## config.mk

```make
export PLATFORM = sky130hd
export DESIGN_NAME = pipeline_stall_controller
export DESIGN_NICKNAME = d
export VERILOG_FILES = /design/src/rtl/pipeline_stall_controller.sv
export SDC_FILE = /design/constraint.sdc
export NUM_CORES = 1
export LEC_CHECK = 0
export ABC_AREA = 1
export BUFFER_PORTS_ARGS = -buffer_cell sky130_fd_sc_hd__buf_2
export CAP_MARGIN = 20
export CORE_ASPECT_RATIO = 0.8
export CORE_MARGIN = 2
export CORE_UTILIZATION = 53
export CTS_CLUSTER_SIZE = 8
export DETAILED_ROUTE_END_ITERATION = 7
export PLACE_DENSITY = 0.8
export SYNTH_ARGS = -nofsm -noshare
export SYNTH_HDL_FRONTEND = slang
export SYNTH_SLANG_ARGS = --single-unit
```

## constraint.sdc

```tcl
create_clock -name clk -period 1.9 [get_ports clk]
set_input_delay 0.095 -clock clk [delete_from_list [all_inputs] [get_ports clk]]
set_output_delay 0.095 -clock clk [all_outputs]
set_load 0.01 [all_outputs]
```

## src/rtl/pipeline_stall_controller.sv

```systemverilog
// Stall/flush sequencer for the 5-stage RV32 pipeline: load-use bubbles, branch flushes,
// multi-cycle MUL/DIV holds and memory-busywait freezes.
module pipeline_stall_controller #(
   parameter int REG_AW         = 5,
   parameter int CNT_W          = 16,
   parameter int MULDIV_MAX_CYC = 40
) (
   input  logic              clk,
   input  logic              RESET,
   input  logic [REG_AW-1:0] id_rs1_addr,
   input  logic [REG_AW-1:0] id_rs2_addr,
   input  logic              id_uses_rs1,
   input  logic              id_uses_rs2,
   input  logic [REG_AW-1:0] ex_rd_addr,
   input  logic              ex_mem_read,
   input  logic              ex_muldiv,
   input  logic              muldiv_done,
   input  logic              branch_taken_ex,
   input  logic              imem_busywait,
   input  logic              dmem_busywait,
   output logic              pc_write_en,
   output logic              if_id_write_en,
   output logic              if_id_flush,
   output logic              id_ex_write_en,
   output logic              id_ex_bubble,
   output logic              ex_mem_write_en,
   output logic              ex_mem_bubble,
   output logic              mem_wb_write_en,
   output logic              muldiv_timeout_err,
   output logic [CNT_W-1:0]  stall_cycles,
   output logic [1:0]        ctrl_state
);

   localparam logic [1:0] ST_RUN = 2'd0;
   localparam logic [1:0] ST_MDW = 2'd1;
   localparam logic [1:0] ST_FRZ = 2'd2;
   localparam int         TW     = $clog2(MULDIV_MAX_CYC + 1);

   logic [1:0]       state_q, state_d;
   logic [1:0]       ret_q, ret_d;
   logic [TW-1:0]    timer_q, timer_d;
   logic             done_lat_q, done_lat_d;
   logic             err_q, err_d;
   logic [CNT_W-1:0] stall_q, stall_d;
   logic             freeze, load_use, done_any, timeout;

   always_comb begin
      freeze   = imem_busywait | dmem_busywait;
      load_use = ex_mem_read && (ex_rd_addr != '0) &&
                 ((id_uses_rs1 && (id_rs1_addr == ex_rd_addr)) ||
                  (id_uses_rs2 && (id_rs2_addr == ex_rd_addr)));
      done_any = muldiv_done | done_lat_q;
      timeout  = (timer_q == TW'(MULDIV_MAX_CYC - 1));

      pc_write_en     = 1'b1;
      if_id_write_en  = 1'b1;
      if_id_flush     = 1'b0;
      id_ex_write_en  = 1'b1;
      id_ex_bubble    = 1'b0;
      ex_mem_write_en = 1'b1;
      ex_mem_bubble   = 1'b0;
      mem_wb_write_en = 1'b1;
      state_d         = state_q;
      ret_d           = ret_q;
      timer_d         = timer_q;
      done_lat_d      = done_lat_q;
      err_d           = err_q;

      if (RESET) begin
         pc_write_en     = 1'b0;
         if_id_write_en  = 1'b0;
         id_ex_write_en  = 1'b0;
         ex_mem_write_en = 1'b0;
         mem_wb_write_en = 1'b0;
         if_id_flush     = 1'b1;
         id_ex_bubble    = 1'b1;
         ex_mem_bubble   = 1'b1;
         state_d         = ST_RUN;
         ret_d           = ST_RUN;
         timer_d         = '0;
         done_lat_d      = 1'b0;
         err_d           = 1'b0;
      end else if (freeze) begin
         pc_write_en     = 1'b0;
         if_id_write_en  = 1'b0;
         id_ex_write_en  = 1'b0;
         ex_mem_write_en = 1'b0;
         mem_wb_write_en = 1'b0;
         if (state_q != ST_FRZ) begin
            ret_d   = state_q;
            state_d = ST_FRZ;
         end
         // A done pulse seen while frozen must survive until MULDIV_WAIT resumes.
         if (muldiv_done && ((state_q == ST_MDW) || (state_q == ST_FRZ && ret_q == ST_MDW)))
            done_lat_d = 1'b1;
      end else begin
         case (state_q)
            ST_RUN: begin
               if (branch_taken_ex) begin
                  if_id_flush  = 1'b1;
                  id_ex_bubble = 1'b1;
               end else if (ex_muldiv && !muldiv_done) begin
                  pc_write_en    = 1'b0;
                  if_id_write_en = 1'b0;
                  id_ex_write_en = 1'b0;
                  ex_mem_bubble  = 1'b1;
                  state_d        = ST_MDW;
                  timer_d        = '0;
               end else if (load_use) begin
                  pc_write_en    = 1'b0;
                  if_id_write_en = 1'b0;
                  id_ex_bubble   = 1'b1;
               end
            end
            ST_MDW: begin
               if (done_any) begin
                  state_d    = ST_RUN;
                  done_lat_d = 1'b0;
               end else if (timeout) begin
                  // Give up on the unit: release the pipeline but keep EX/MEM empty.
                  err_d         = 1'b1;
                  state_d       = ST_RUN;
                  ex_mem_bubble = 1'b1;
                  timer_d       = TW'(MULDIV_MAX_CYC);
               end else begin
                  pc_write_en    = 1'b0;
                  if_id_write_en = 1'b0;
                  id_ex_write_en = 1'b0;
                  ex_mem_bubble  = 1'b1;
                  if (timer_q != TW'(MULDIV_MAX_CYC))
                     timer_d = timer_q + TW'(1);
               end
            end
            ST_FRZ: begin
               // Return cycle: still held, resume the saved state on the next edge.
               pc_write_en     = 1'b0;
               if_id_write_en  = 1'b0;
               id_ex_write_en  = 1'b0;
               ex_mem_write_en = 1'b0;
               mem_wb_write_en = 1'b0;
               state_d         = ret_q;
               if (muldiv_done && ret_q == ST_MDW)
                  done_lat_d = 1'b1;
            end
            default: state_d = ST_RUN;
         endcase
      end

      stall_d = stall_q;
      if (RESET)
         stall_d = '0;
      else if (!pc_write_en && (stall_q != '1))
         stall_d = stall_q + CNT_W'(1);
   end

   always_ff @(posedge clk) begin
      state_q    <= state_d;
      ret_q      <= ret_d;
      timer_q    <= timer_d;
      done_lat_q <= done_lat_d;
      err_q      <= err_d;
      stall_q    <= stall_d;
   end

   assign muldiv_timeout_err = err_q;
   assign stall_cycles       = stall_q;
   assign ctrl_state         = state_q;

endmodule

```

==> results.rst <==
.. list-table::
   :header-rows: 1

   * - Metric
     - Value
   * - Maximum number of pins on one net before global-route repair
     - 26
   * - Static leakage
     - 1.19 nW
   * - Die Footprint
     - 0.00425 mm^2
   * - Highest-delay cell along the critical path
     - sky130_fd_sc_hd__dfxtp_1
   * - Remaining number of nets flagged by the antenna check after routing
     - 0
   * - Setup repair after global routing missed its margin
     - no
   * - Library cell occupying the most area in the post-synthesis netlist
     - sky130_fd_sc_hd__dfxtp_1
   * - Critical path data arrival time
     - 1.69 ns
   * - Post-Route Skew
     - 0.00419 ns
   * - Starting utilization of the core area
     - 56.7%
   * - First-pass GRT wire length
     - 8810 um
   * - Number of buffers on the longest clock path
     - 2
   * - Highest clock frequency the design can meet
     - 559 MHz
   * - Core box area
     - 0.00349 mm^2
   * - Critical path launch point type
     - flop
   * - Critical Path Fanout Max
     - 7
   * - Max cap viols
     - 0
   * - Final setup TNS
     - 0 ns
   * - CP delay by family, top
     - compound AO/OA/AOI/OAI gates
   * - Initial antenna violation count
     - 0
   * - Switching power
     - 0.326 mW
   * - Total half-perimeter wirelength after legalization and detailed placement
     - 3960 um
   * - Cell Int Power
     - 0.875 mW
   * - Rel. slew slack
     - 75.5%
   * - Final total power
     - 1.20 mW
   * - Most frequent standard cell in the layout excluding fill and tap cells
     - sky130_fd_sc_hd__nand2_1
   * - Final WL
     - 5110 um
   * - Result of the run
     - complete, no violations
   * - Synth unique cells
     - 31
   * - Clock group share of total power
     - 31.2%
   * - Count of pins on the block boundary
     - 52
   * - Number of buffers inserted by hold repair at cts
     - 0
   * - Flops & latches, synth
     - 28
   * - Final Hold Fails
     - 0
   * - Number of design rule violations left after detail routing
     - 0
   * - Later-pin clock latency in the skew report
     - 0.28 ns
   * - Part of the cycle the worst path needs
     - 94.2%
   * - Relative contribution of combinational cells to total power
     - 18.1%
   * - Max-slew violation count
     - 0
   * - Total number of nets in the final design
     - 410
   * - Hold WS
     - 0.134 ns
   * - H-tree levels
     - 1
   * - Sequential element share of the synthesized area
     - 28.3%
   * - Area growth from synthesis to layout
     - 26.0%
   * - CP Buf/Inv Count
     - 2
   * - Warnings, synthesis
     - 0
   * - Critical path required time
     - 1.80 ns
   * - Fraction of synthesized cell area taken by the top area cell type
     - 28.3%
   * - Synth Cell Area
     - 0.00198 mm^2
   * - Number of cells produced by synthesis
     - 308
   * - Number of enable-type register cells in the synthesized netlist
     - 0
   * - Critical Setup Path Class
     - flop to output port
   * - Total number of placement rows
     - 19
   * - Top cells by area, synth
     - sky130_fd_sc_hd__dfxtp_1 28%, sky130_fd_sc_hd__nand2_1 16%, sky130_fd_sc_hd__nand3_1 7.8%, sky130_fd_sc_hd__inv_1 6.6%, sky130_fd_sc_hd__nor2_1 6.6%
   * - Sequential cell fraction of total power
     - 50.7%
   * - Y dimension of the die
     - 58.7 um
   * - Commonest cells after routing, fill and taps aside
     - 84 x sky130_fd_sc_hd__nand2_1, 51 x sky130_fd_sc_hd__buf_2, 35 x sky130_fd_sc_hd__inv_1, 35 x sky130_fd_sc_hd__nor2_1, 31 x sky130_fd_sc_hd__nand3_1
   * - Net Count, Synth
     - 336
   * - Ratio of routed vias to standard cells
     - 5.28
   * - Final period demand of the worst path
     - 1.79 ns
   * - FFs w/ async S/R, synth
     - 0%
   * - Average cell area after synthesis
     - 6.43 um^2
   * - Initial DRT Pass Iterations
     - 5
   * - Clock input transition at the sequential cells of the worst setup and hold paths
     - 0.10 ns
   * - Post-synth top flop
     - sky130_fd_sc_hd__dfxtp_1
   * - Root Driver
     - sky130_fd_sc_hd__clkbuf_8
   * - Layout cell share with drive strength beyond 1
     - 27.8%
   * - RePlAce Congestion
     - 0.884
   * - VDD IR-drop max
     - 0.468 mV
   * - Port-buffer cells
     - 51
   * - Clock sink count
     - 28
   * - Wirelength per Cell
     - 12.1 um
   * - DRT iter0 DRCs
     - 130
   * - Global-route usage over all layers
     - 26.1%
   * - Clock tree from TritonCTS
     - built
   * - Switching share of power
     - 27.1%
   * - Pwr per Cell Area
     - 481 mW/mm^2
   * - Vias after detailed routing
     - 2234
   * - Chip Width
     - 72.3 um
   * - Number of antenna cells inserted
     - 0
   * - Type of the tightest min-delay check
     - input pin to flop
   * - Largest stage delay on the critical path
     - 0.35 ns
   * - Overflow left after global routing
     - 0
   * - Via count of the first global-routing pass
     - 2039
   * - Worst Tran Pin Value
     - 0.368 ns
   * - CP Capture Type
     - output port
   * - CP Cell Sequence
     - ha_2, nand3_1, o21ai_0, nand2_1, a21oi_2, nand2_4, inv_1, buf_2
   * - Total clock buffers created by CTS
     - 3
   * - Final setup violation count
     - 0
[registers in the layout, summed over array words and instances (netlist names)]
name                cells
stall_cycles           16
muldiv_timeout_err      1
done_lat_q              1
timer_q                 6
ret_q                   2
ctrl_state              2
[per-layer routing]
layer,global-route usage [%],wire length (um),vias up
met2,42.6,2160,84
met5,0,0,-
met1,37.0,2530,1002
met3,3.77,360,8
met4,5.39,69,0
li1,-,-,1140
[path summary, 6_finish.rpt]
path / cells after the start / endpoint / from / slack [ns]
max: 8 / if_id_write_en / timer_q[0] / 0.11
min: 3 / done_lat_q / muldiv_done / 0.13
min reg2reg: 2 / ret_q[0] / ret_q[0] / 0.47
max reg2reg: 10 / stall_cycles[12] / timer_q[0] / 0.12
[power by group through the flow]
stage | Combinational [mW] | Clock (mW) | Sequential [mW]
after detailed placement | 0.213 | 0 | 0.622
after global routing | 0.246 | 0.406 | 0.611
after CTS | 0.213 | 0.383 | 0.609
final | 0.217 | 0.375 | 0.609
after global placement | 0.209 | 0 | 0.622
after floorplan | 0.119 | 0 | 0.629
[final cells by class]
class | count | area (um^2)
multi-input cells | 232 | 1220
fillers | 298 | 998
flip-flops and latches | 28 | 562
repair buffers | 78 | 458
inverters | 39 | 146
clock buffers | 4 | 55.1
well taps | 42 | 52.6
[logic make-up after synthesis]
logic type | Yosys count | share of synthesized area, %
simple gates | 170 | 39.4
compound gates | 44 | 13.7
xor+xnor | 15 | 6.63
buf+inv | 48 | 10.1
fa+ha+maj | 3 | 1.90
flops | 28 | 28.3
[repair_timing]
item,4_1_cts,5_1_grt
endpoints found under the setup margin,0,2
gates resized for setup,0,2
buffers inserted,0,3
[worst reg2reg max path, cell delays in order (launching register included)]
cell	delay (ns)
sky130_fd_sc_hd__dfxtp_1	0.35
sky130_fd_sc_hd__ha_2	0.21
sky130_fd_sc_hd__nand3_1	0.09
sky130_fd_sc_hd__o21ai_0	0.15
sky130_fd_sc_hd__nand2_1	0.09
sky130_fd_sc_hd__a21oi_2	0.21
sky130_fd_sc_hd__nand2_4	0.11
sky130_fd_sc_hd__buf_4	0.15
sky130_fd_sc_hd__buf_4	0.15
sky130_fd_sc_hd__nand3_1	0.08
sky130_fd_sc_hd__a21oi_1	0.07
[through the flow]
stage / std cells / util [%] / setup WS (ns) / cell area [um^2]
6_report: 423 / 71.4 / 0.111 / 2500
3_3_place_gp: 416 / 69.1 / 0.232 / 2410
2_1_floorplan: 308 / - / 0.151 / 1980
4_1_cts: 420 / 70.7 / 0.0767 / 2470
3_5_place_dp: 416 / 69.1 / 0.162 / 2410
5_1_grt: 423 / 71.4 / 0.00970 / 2500
[Yosys cell counts, types with 2 or more instances]
cell                       instances
sky130_fd_sc_hd__buf_4             3
sky130_fd_sc_hd__inv_1            35
sky130_fd_sc_hd__ha_1              3
sky130_fd_sc_hd__nand4_1           6
sky130_fd_sc_hd__dfxtp_1          28
sky130_fd_sc_hd__a31oi_1           2
sky130_fd_sc_hd__o21ai_0           6
sky130_fd_sc_hd__nor2_1           35
sky130_fd_sc_hd__a21oi_2           7
sky130_fd_sc_hd__nand2_1          84
sky130_fd_sc_hd__nand2_4           2
sky130_fd_sc_hd__o21ai_1           3
sky130_fd_sc_hd__inv_2             4
sky130_fd_sc_hd__nor3_2            3
sky130_fd_sc_hd__a21oi_1          23
sky130_fd_sc_hd__nand3_1          31
sky130_fd_sc_hd__nor3_1            3
sky130_fd_sc_hd__xnor2_1           8
sky130_fd_sc_hd__xor2_1            7
sky130_fd_sc_hd__clkbuf_1          4
(Power assumes the default switching activity.)
